$ cat config.mk
export PLATFORM = sky130hd
export DESIGN_NAME = stream_arb_mux
export DESIGN_NICKNAME = d
export VERILOG_FILES = /design/src/rtl/stream_arb_mux_pkg.sv /design/src/rtl/stream_arb_mux_rr_arbiter.sv /design/src/rtl/stream_arb_mux.sv
export SDC_FILE = /design/constraint.sdc
export NUM_CORES = 1
export LEC_CHECK = 0
export BUFFER_PORTS_ARGS = -buffer_cell sky130_fd_sc_hd__clkbuf_2
export CAP_MARGIN = 0
export CORE_ASPECT_RATIO = 1.4
export CORE_UTILIZATION = 40
export DETAILED_ROUTE_END_ITERATION = 10
export GPL_ROUTABILITY_DRIVEN = 0
export PLACE_DENSITY = 0.72
export SKIP_LAST_GASP = 1
export SLEW_MARGIN = 20
export SYNTH_ARGS = -nofsm -noshare
export SYNTH_HDL_FRONTEND = slang
export SYNTH_SLANG_ARGS = --single-unit
$ cat constraint.sdc
create_clock -name clk -period 4.8 [get_ports clk]
set_input_delay 0.24 -clock clk [delete_from_list [all_inputs] [get_ports clk]]
set_output_delay 0.24 -clock clk [all_outputs]
set_load 0.01 [all_outputs]
$ cat src/rtl/stream_arb_mux_pkg.sv
// Shared constants, FSM encoding and sizing helper for the arbitrated stream multiplexer.
package stream_arb_mux_pkg;

  localparam int unsigned ARB_FIXED = 0;
  localparam int unsigned ARB_RR    = 1;

  typedef enum logic {
    IDLE   = 1'b0,
    LOCKED = 1'b1
  } lock_state_e;

  // Ceiling log2, used for channel-index widths.
  function automatic int unsigned clog2(input int unsigned value);
    int unsigned w;
    w = 0;
    while ((64'd1 << w) < 64'(value)) w++;
    return w;
  endfunction

endpackage

$ cat src/rtl/stream_arb_mux_rr_arbiter.sv
// Combinational channel arbiter: fixed-priority or round-robin search, with an optional lock override.
module rr_arbiter
  import stream_arb_mux_pkg::*;
#(
  parameter int unsigned N_CHANNELS = 4,
  parameter int unsigned ARB_MODE   = ARB_RR,
  localparam int unsigned SEL_WIDTH = clog2(N_CHANNELS)
) (
  input  logic [N_CHANNELS-1:0] req,
  input  logic [SEL_WIDTH-1:0]  ptr,
  input  logic                  lock_en,
  input  logic [SEL_WIDTH-1:0]  lock_idx,
  output logic [N_CHANNELS-1:0] grant_onehot,
  output logic [SEL_WIDTH-1:0]  grant_idx,
  output logic                  any_grant
);

  localparam logic [SEL_WIDTH:0] N_W = (SEL_WIDTH + 1)'(N_CHANNELS);

  logic [SEL_WIDTH:0] cand;

  // While locked only the held channel may win; otherwise search from 0 or from ptr with wrap.
  always_comb begin
    grant_onehot = '0;
    grant_idx    = '0;
    any_grant    = 1'b0;
    cand         = '0;
    if (lock_en) begin
      if (req[lock_idx]) begin
        any_grant = 1'b1;
        grant_idx = lock_idx;
      end
    end else begin
      for (int unsigned k = 0; k < N_CHANNELS; k++) begin
        if (ARB_MODE == ARB_FIXED) begin
          cand = (SEL_WIDTH + 1)'(k);
        end else begin
          cand = {1'b0, ptr} + (SEL_WIDTH + 1)'(k);
          if (cand >= N_W) cand = cand - N_W;
        end
        if (!any_grant && req[cand[SEL_WIDTH-1:0]]) begin
          any_grant = 1'b1;
          grant_idx = cand[SEL_WIDTH-1:0];
        end
      end
    end
    if (any_grant) grant_onehot[grant_idx] = 1'b1;
  end

endmodule

$ cat src/rtl/stream_arb_mux.sv
// N-channel registered stream multiplexer with internal arbitration and optional packet lock.
module stream_arb_mux
  import stream_arb_mux_pkg::*;
#(
  parameter int unsigned BUS_WIDTH   = 8,
  parameter int unsigned N_CHANNELS  = 4,
  parameter int unsigned ARB_MODE    = ARB_RR,
  parameter int unsigned PACKET_LOCK = 1,
  localparam int unsigned SEL_WIDTH  = clog2(N_CHANNELS)
) (
  input  logic                            clk,
  input  logic                            reset,
  input  logic [N_CHANNELS*BUS_WIDTH-1:0] in_data,
  input  logic [N_CHANNELS-1:0]           in_valid,
  input  logic [N_CHANNELS-1:0]           in_last,
  output logic [N_CHANNELS-1:0]           in_ready,
  output logic [BUS_WIDTH-1:0]            out,
  output logic                            out_valid,
  output logic                            out_last,
  output logic [SEL_WIDTH-1:0]            out_sel,
  input  logic                            out_ready
);

  lock_state_e           state;
  logic [SEL_WIDTH-1:0]  ptr;
  logic [SEL_WIDTH-1:0]  lock_idx;
  logic [SEL_WIDTH-1:0]  grant_idx;
  logic [SEL_WIDTH-1:0]  ptr_next;
  logic [N_CHANNELS-1:0] grant_onehot;
  logic                  any_grant;
  logic                  lock_en;
  logic                  can_load;
  logic                  xfer_in;
  logic                  ends_arb;
  logic                  sel_last;
  logic [BUS_WIDTH-1:0]  sel_data;

  assign lock_en = (PACKET_LOCK != 0) && (state == LOCKED);

  rr_arbiter #(
    .N_CHANNELS(N_CHANNELS),
    .ARB_MODE  (ARB_MODE)
  ) u_arb (
    .req         (in_valid),
    .ptr         (ptr),
    .lock_en     (lock_en),
    .lock_idx    (lock_idx),
    .grant_onehot(grant_onehot),
    .grant_idx   (grant_idx),
    .any_grant   (any_grant)
  );

  // Ready is held low during reset so no beat is accepted into a register being cleared.
  assign can_load = ~out_valid | out_ready;
  assign in_ready = (can_load && !reset) ? grant_onehot : '0;
  assign xfer_in  = can_load & ~reset & any_grant;
  assign ends_arb = (PACKET_LOCK == 0) || sel_last;
  assign ptr_next = (grant_idx == SEL_WIDTH'(N_CHANNELS - 1)) ? '0 : grant_idx + SEL_WIDTH'(1);

  // AND-OR data/last select over the one-hot grant.
  always_comb begin
    sel_data = '0;
    sel_last = 1'b0;
    for (int unsigned i = 0; i < N_CHANNELS; i++) begin
      sel_data = sel_data | (in_data[i*BUS_WIDTH +: BUS_WIDTH] & {BUS_WIDTH{grant_onehot[i]}});
      sel_last = sel_last | (in_last[i] & grant_onehot[i]);
    end
  end

  always_ff @(posedge clk) begin
    if (reset) begin
      out       <= '0;
      out_valid <= 1'b0;
      out_last  <= 1'b0;
      out_sel   <= '0;
      ptr       <= '0;
      lock_idx  <= '0;
      state     <= IDLE;
    end else begin
      if (xfer_in) begin
        out       <= sel_data;
        out_last  <= sel_last;
        out_sel   <= grant_idx;
        out_valid <= 1'b1;
        if (ends_arb) ptr <= ptr_next;
        if (PACKET_LOCK != 0) begin
          state    <= sel_last ? IDLE : LOCKED;
          lock_idx <= grant_idx;
        end
      end else if (out_ready) begin
        out_valid <= 1'b0;
      end
    end
  end

endmodule

==> impl_table.tex, run 1 <==
\begin{tabular}{lr}
\hline
Metric & Value \\
\hline
\multicolumn{2}{l}{\textbf{Logic synthesis}} \\
\quad Adder-Cell Fraction of Synth Area & under 10\% \\
\quad Synth Flop Type & dfxtp\_1 \\
\quad Largest family of logic cells by synthesized area & compound AO/OA/AOI/OAI gates \\
\quad Nets in the synthesized netlist & about 170 \\
\quad Area fraction in compound gates after synthesis & 44.72\% \\
\quad Post-synthesis xor/xnor area fraction & 0\% \\
\quad Post-synthesis sequential element count & 15 \\
\quad Mux share of post-synthesis cell area & under 10\% \\
\quad Post-synth EDFFs & 0 \\
\quad Ys async rst share & 0\% \\
\quad YS warnings & 0 \\
\quad Sequential element share of the synthesized area & between 20\% and 30\% \\
\quad Post-synthesis cell count & 121 \\
\quad Mapped cell area & $\sim$1100 um2 \\
\quad Synthesized area divided by synthesized cell count & between 9 and 10 um2 \\
\quad Distinct cell type count of the synthesized netlist & 39 \\
\quad Simple-gate area share of the yosys netlist & roughly an eighth \\
\multicolumn{2}{l}{\textbf{STA}} \\
\quad Post-route clock skew & between 0.002 and 0.003 ns \\
\quad Total negative setup slack & 0 ns \\
\quad Slew at the pin with the worst max-slew slack & 0.7327 ns \\
\quad Setup-failing EPs final & 0 \\
\quad Max-Slew Margin vs Limit & around half \\
\quad Achievable clock frequency & $\sim$0.32 GHz \\
\quad Number of slew-limit violations in the final report & 0 \\
\quad Final clock period utilization by the worst path & 64.12\% \\
\quad Worst path setup slack after routing & between 1.5 and 2 ns \\
\quad Hold Violations, Final & 0 \\
\quad Setup repair after global routing missed its margin & no \\
\quad Final worst path period need & $\sim$3 ns \\
\multicolumn{2}{l}{\textbf{Critical path}} \\
\quad Reg-to-Reg Start & ptr[0] \\
\quad Arrival time worst endpoint & between 2 and 3 ns \\
\quad Beginning of the critical path & ptr[0] \\
\quad Kind of critical path & flop to primary output \\
\quad Endpoint type of the worst setup path & primary output \\
\quad Maximum net fanout on the critical path & 13 \\
\quad CP Data Required Time & around 4.6 ns \\
\quad Startpoint kind of the worst setup timing path & flop \\
\multicolumn{2}{l}{\textbf{Clock tree}} \\
\quad Resized Gates After CTS & 0 \\
\quad Total CTS buffers & 3 \\
\quad Root cell of the clock tree & clkbuf\_4 \\
\quad Post-CTS Repair Setup Buffers & 0 \\
\quad Maximum root-to-sink buffer count & 2 \\
\quad Clock Sink Count & 15 \\
\quad Post-cts hold buffer count & 0 \\
\quad Skew-Pair Late Insertion Delay & between 0.2 and 0.3 ns \\
\quad TritonCTS clock tree & yes \\
\quad Count of H-tree levels built during CTS & 1 \\
\quad Clk pin slew, worst setup/hold paths & $\sim$0.08 ns \\
\multicolumn{2}{l}{\textbf{Detailed routing}} \\
\quad Via density & approximately 5.9 \\
\quad Via count & between 1000 and 1500 \\
\quad Count of TritonRoute iterations in the first routing pass & 4 \\
\quad Routed wire length & 3.253 mm \\
\quad Antenna-violating nets left & 0 \\
\quad Wire length per cell after detailed routing & between 15 and 20 um \\
\quad Remaining DRCs & 0 \\
\quad DRC marker count from the first detailed-route iteration & 30 \\
\multicolumn{2}{l}{\textbf{Finish}} \\
\quad Layout cell share with drive strength beyond 1 & between 40 and 50\% \\
\quad Antenna fix cells & 0 \\
\quad Filler cell count & 266 \\
\quad Layout Nets & approximately 220 \\
\quad Synthesis-to-finish area growth & 28.20\% \\
\multicolumn{2}{l}{\textbf{GRT}} \\
\quad Initial antenna violation count & 0 \\
\quad First-pass GRT wire length & between 5 and 6 mm \\
\quad Vias in the first global route & approximately 1200 \\
\quad Global-route usage over all layers & about 25\% \\
\quad Gr ovfl total & 0 \\
\quad Largest net degree at the start of global routing & 16 \\
\multicolumn{2}{l}{\textbf{Hold path}} \\
\quad Worst min-delay path class & input port to flop \\
\quad Worst min-delay path startpoint & in\_data[20] \\
\multicolumn{2}{l}{\textbf{Die}} \\
\quad Number of primary I/O pins & 59 \\
\quad Placeable core area & 2643 um2 \\
\quad Number of rows in the core area & 22 \\
\quad Vert. Die Dim & around 64 um \\
\quad Chip width & roughly 47 um \\
\quad Total die area & around 3000 um2 \\
\quad Initial standard-cell utilization of the core & between 40\% and 50\% \\
\multicolumn{2}{l}{\textbf{Place}} \\
\quad Count of buffers from port buffering & 58 \\
\quad Post-place setup slack & approximately 1.9 ns \\
\quad Total half-perimeter wirelength after legalization and detailed placement & between 2 and 3 mm \\
\multicolumn{2}{l}{\textbf{Power}} \\
\quad Total power divided by cell area & 571.2 nW/um2 \\
\quad Maximum ir drop on the vdd rail & 391.2 uV \\
\quad Leak Pwr & roughly 0.65 nW \\
\quad Total design power & between 800 and 900 uW \\
\multicolumn{2}{l}{\textbf{Flow run}} \\
\quad Total of max-cap violations & 0 \\
\multicolumn{2}{l}{\textbf{Status}} \\
\quad Run status & finished clean \\
\hline
\end{tabular}
-- synthesized netlist by cell type (3+ instances only) --
library cell,count,area (um2)
nand2b_1,4,25.02
a221oi_1,8,70.07
inv_1,4,15.01
dfxtp_1,15,300.3
ha_1,4,50.05
clkbuf_1,6,22.52
a211oi_2,10,125.1
o211ai_1,3,22.52
nand2_1,6,22.52
a21oi_1,13,65.06
a22o_1,10,87.58
nor2_1,4,15.01
and3_1,4,25.02
-- sequential cells by signal, summed over array words and instances (netlist names) --
| name | count |
|---|---|
| out | 8 |
| lock_idx | 2 |
| ptr | 2 |
| lock_en | 1 |
| out_last | 1 |
| out_valid | 1 |
-- worst max-delay path: stages, from the launching register on --
cell and delay (ns):
dfxtp_1 0.46, mux4_2 0.59, a211o_1 0.46, nand2_1 0.17, or2_2 0.14, ha_1 0.36, and3_1 0.24, clkbuf_2 0.14
-- metal layers --
layer	vias to the layer above	GRT usage, %	routed length, um
met2	66	43.58	1711
met1	563	30.05	1278
met3	9	2.507	189
met4	0	7.721	74
li1	586	-	-
met5	-	0	0
-- layout make-up --
class	count	area (um2)	area share [%]
multi-input combinational	92	750.7	52.59
sequential	15	300.3	21.03
timing repair buffer	58	290.3	20.33
tap	36	45.04	3.155
clock buffer	4	26.28	1.840
inverter	4	15.01	1.052
-- kinds of logic (layout without fill, tap and decap cells) --
logic type                 after synthesis  count (layout)
AOI/OAI and AO/OA                       58              58
adders and majority gates                4               4
DFF                                     15              15
buffers and inverters                   14              66
muxes                                    4               4
and+or+nand+nor                         26              26
-- final timing paths --
| kind | to | slack (ns) | cells past startpoint |
|---|---|---|---|
| worst max-delay path | in_ready[0] | 1.72 | 7 |
| worst min-delay path | out[4] | 0.34 | 3 |
| worst max register to register | lock_en | 1.84 | 9 |
| worst min register to register | out[3] | 0.57 | 2 |
-- cells in the final DEF, fill, tap and decap left out, types with 6 or more instances in the layout --
| cell | n |
|---|---|
| a22o_1 | 10 |
| a211oi_2 | 10 |
| clkbuf_2 | 58 |
| dfxtp_1 | 15 |
| a21oi_1 | 13 |
| nand2_1 | 6 |
| a221oi_1 | 8 |
-- per-stage QoR --
step	instances	instance area, um2	util (%)	hold WS (ns)
3_5_place_dp	205	1401	53.03	0.5512
2_1_floorplan	121	1114	-	0.3046
3_3_place_gp	205	1401	53.03	0.5473
5_1_grt	209	1428	54.02	0.3617
6_report	209	1428	54.02	0.3354
4_1_cts	209	1428	54.02	0.3440
-- power by group --
part           leakage [nW]  internal [mW]  switching (mW)
clock network        0.0150         0.0323          0.0392
registers             0.125          0.174          0.0518
logic                 0.514          0.233           0.285
Note: power is estimated with default switching activity, not from simulation.
==> run 2, diff against run 1 <==
PLACE_DENSITY = 0.75   (was 0.72)
clock period = 2.8 ns   (was 4.8 ns; I/O delays follow)
==> impl_table.tex, run 2 (synthesis results as in run 1) <==
\begin{tabular}{lr}
\hline
Metric & Value \\
\hline
\multicolumn{2}{l}{\textbf{STA}} \\
\quad Final worst path period need & about 2.7 ns \\
\quad Achievable clock frequency & about 0.37 GHz \\
\quad Worst path setup slack after routing & 0.1214 ns (-1.601 ns) \\
\quad Setup-failing EPs final & 0 (unchanged) \\
\quad Max-Slew Margin vs Limit & 65.20\% (+14 points) \\
\quad Slew at the pin with the worst max-slew slack & 0.5203 ns (-0.2124 ns) \\
\quad Total negative setup slack & 0 ns (unchanged) \\
\quad Number of slew-limit violations in the final report & 0 (unchanged) \\
\quad Setup repair after global routing missed its margin & no \\
\quad Post-route clock skew & 0.001116 ns (-0.001744 ns) \\
\quad Hold Violations, Final & 0 (unchanged) \\
\quad Final clock period utilization by the worst path & 95.66\% \\
\multicolumn{2}{l}{\textbf{Power}} \\
\quad Switching component of the power & 668.7 uW (+78\%) \\
\quad Total power divided by cell area & 991.7 nW/um2 (+74\%) \\
\quad Total design power & 1.449 mW (+78\%) \\
\quad Clock network fraction of total power & 8.8\% (about the same) \\
\quad Net switching share of the total power & 46.14\% (about the same) \\
\quad Maximum ir drop on the vdd rail & 506.2 uV (+29\%) \\
\quad Leak Pwr & 0.6700 nW (+2.5\%) \\
\quad Proportion of power drawn by combinational gates & 64.1\% (+0.6 points) \\
\quad Design internal power & 780.5 uW (+78\%) \\
\quad Sequential Power Share & 27.1\% (-0.6 points) \\
\multicolumn{2}{l}{\textbf{Die}} \\
\quad Vert. Die Dim & 64.43 um (unchanged) \\
\quad Total die area & 3002 um2 (unchanged) \\
\quad Chip width & 46.59 um (unchanged) \\
\quad Placeable core area & 2643 um2 (unchanged) \\
\quad Number of primary I/O pins & 59 (unchanged) \\
\quad Number of rows in the core area & 22 (unchanged) \\
\quad Initial standard-cell utilization of the core & 42.14\% (unchanged) \\
\multicolumn{2}{l}{\textbf{Finish}} \\
\quad Layout Nets & 224 (+1.4\%) \\
\quad Most frequent cells in the layout & 58 x clkbuf\_2, 14 x dfxtp\_1, 13 x a21oi\_1 \\
\quad Leading cell type in the layout, fill and taps excluded & clkbuf\_2 \\
\quad Largest registers & out (8), lock\_idx (2), ptr (2) \\
\quad Antenna fix cells & 0 (unchanged) \\
\quad Layout cell share with drive strength beyond 1 & 47.73\% (+3.2 points) \\
\quad Area occupied by multi-input gates & 759.5 um2 (+1.2\%) \\
\quad Synthesis-to-finish area growth & 31.24\% \\
\quad FF/Latch Area & 301.5 um2 (+0.42\%) \\
\quad Non-Filler Cell Area, Final & 1461 um2 (+2.4\%) \\
\quad Largest register FFs & 8 (unchanged) \\
\quad Register bank with the most flops & out \\
\quad Filler cell count & 257 (-3.4\%) \\
\multicolumn{2}{l}{\textbf{Clock tree}} \\
\quad Clock Sink Count & 15 (unchanged) \\
\quad Total CTS buffers & 3 (unchanged) \\
\quad TritonCTS clock tree & yes \\
\quad Skew-Pair Late Insertion Delay & 0.29 ns (about the same) \\
\quad Count of H-tree levels built during CTS & 1 (unchanged) \\
\quad Maximum root-to-sink buffer count & 2 (unchanged) \\
\quad Clk pin slew, worst setup/hold paths & 0.09 ns (about the same) \\
\quad Root cell of the clock tree & clkbuf\_4 \\
\quad Post-cts hold buffer count & 0 (unchanged) \\
\multicolumn{2}{l}{\textbf{Detailed routing}} \\
\quad Wire length per cell after detailed routing & 16.48 um (+5.9\%) \\
\quad Antenna-violating nets left & 0 (unchanged) \\
\quad Count of TritonRoute iterations in the first routing pass & 4 (unchanged) \\
\quad DRC marker count from the first detailed-route iteration & 51 (+70\%) \\
\quad Via count & 1290 (+5.4\%) \\
\quad Routed wire length & 3.493 mm (+7.4\%) \\
\quad Via density & 6.085 (+3.9\%) \\
\quad Remaining DRCs & 0 (unchanged) \\
\multicolumn{2}{l}{\textbf{Place}} \\
\quad Placed cell areas & 1424 um2 (+1.6\%) \\
\quad Total half-perimeter wirelength after legalization and detailed placement & 2.770 mm (+7.6\%) \\
\quad Count of buffers from port buffering & 58 (unchanged) \\
\quad Post-place setup slack & 0.06114 ns (-1.819 ns) \\
\multicolumn{2}{l}{\textbf{Critical path}} \\
\quad Endpoint type of the worst setup path & flop \\
\quad WP buf/inv & 0 (-1) \\
\quad Longest individual stage delay on the worst path & 0.56 ns (-0.03 ns) \\
\quad Cell Chain, Critical Path & mux4\_2 > a211o\_1 > nand2\_1 > nor2\_1 > ha\_1 > a22o\_1 > a221oi\_1 > a211oi\_2 \\
\quad CP Data Required Time & 2.97 ns (-1.59 ns) \\
\quad Slowest library cell on the worst path & mux4\_2 \\
\quad Crit path max-delay family & compound AO/OA/AOI/OAI gates \\
\quad Startpoint kind of the worst setup timing path & flop \\
\quad Kind of critical path & flop to flop \\
\quad Arrival time worst endpoint & 2.85 ns (about the same) \\
\quad Maximum net fanout on the critical path & 10 (-3) \\
\multicolumn{2}{l}{\textbf{GRT}} \\
\quad Largest net degree at the start of global routing & 16 (unchanged) \\
\quad Global-route usage over all layers & 25.41\% (+0.59 points) \\
\quad First-pass GRT wire length & 5.520 mm (+1.3\%) \\
\quad Vias in the first global route & 1186 (-2.7\%) \\
\quad Gr ovfl total & 0 (unchanged) \\
\quad Initial antenna violation count & 0 (unchanged) \\
\multicolumn{2}{l}{\textbf{Status}} \\
\quad Run status & finished clean \\
\multicolumn{2}{l}{\textbf{Hold path}} \\
\quad Worst min-delay path class & input port to flop \\
\multicolumn{2}{l}{\textbf{Flow run}} \\
\quad Total of max-cap violations & 0 (unchanged) \\
\hline
\end{tabular}
-- run 2: cell count changes in the layout (fill, tap and decap cells not counted), sizes merged --
cell    before  now
clkbuf      62   61
buf          0    3
clkinv       0    1
-- run 2: what timing repair did --
item | CTS | global route
endpoints found under the hold margin | 0 | 0
resized for setup | 0 | 3
setup endpoints to repair | 0 | 11
buffers inserted | 0 | 0
-- run 2: worst register-to-register path: stages, from the launching register on --
cell      delay, ns
dfxtp_2        0.40
mux4_2         0.57
a211o_1        0.31
nand2_1        0.10
nor2_1         0.07
ha_1           0.35
a22o_1         0.27
a221oi_1       0.37
a211oi_2       0.13
-- run 2: layout make-up --
type	instances	share of cell area (%)
multi-input cells	92	51.97
repair buffers	61	21.40
flip-flops and latches	15	20.63
well taps	36	3.082
clock buffers	3	1.541
inverters	4	1.027
clock inverters	1	0.3425
-- run 2: layer usage --
metal  wire [um]  share of wire (%)  up-vias  track usage [%]
li1            -                  -      591                -
met1        1329                 38      596            30.35
met2        1768                 51       90            42.71
met3         255                7.3       13            2.507
met4         140                4.0        0            12.87
met5           0                  0        -                0
-- run 2: worst paths after layout --
check,startpoint,end,slack (ns),cells past startpoint
max,ptr[0],out[5],0.12,8
min,in_data[27],out[3],0.23,3
max reg2reg,ptr[0],out[5],0.12,8
min reg2reg,out[5],out[5],0.57,2
-- run 2: stage by stage --
step           util (%)  hold slack (ns)  cells
2_1_floorplan         -           0.2046    121
3_3_place_gp      53.88           0.5252    208
3_5_place_dp      53.88           0.5345    208
4_1_cts           54.92           0.2326    212
5_1_grt           55.30           0.2260    212
6_report          55.30           0.2275    212
-- run 2: power by group through the flow --
stage	clock [mW]	sequential, mW	combinational [mW]
detailed placement	0	0.393	0.900
global placement	0	0.390	0.887
CTS	0.128	0.390	0.910
floorplan	0	0.387	0.640
finish	0.127	0.393	0.929
global route	0.139	0.405	1.00
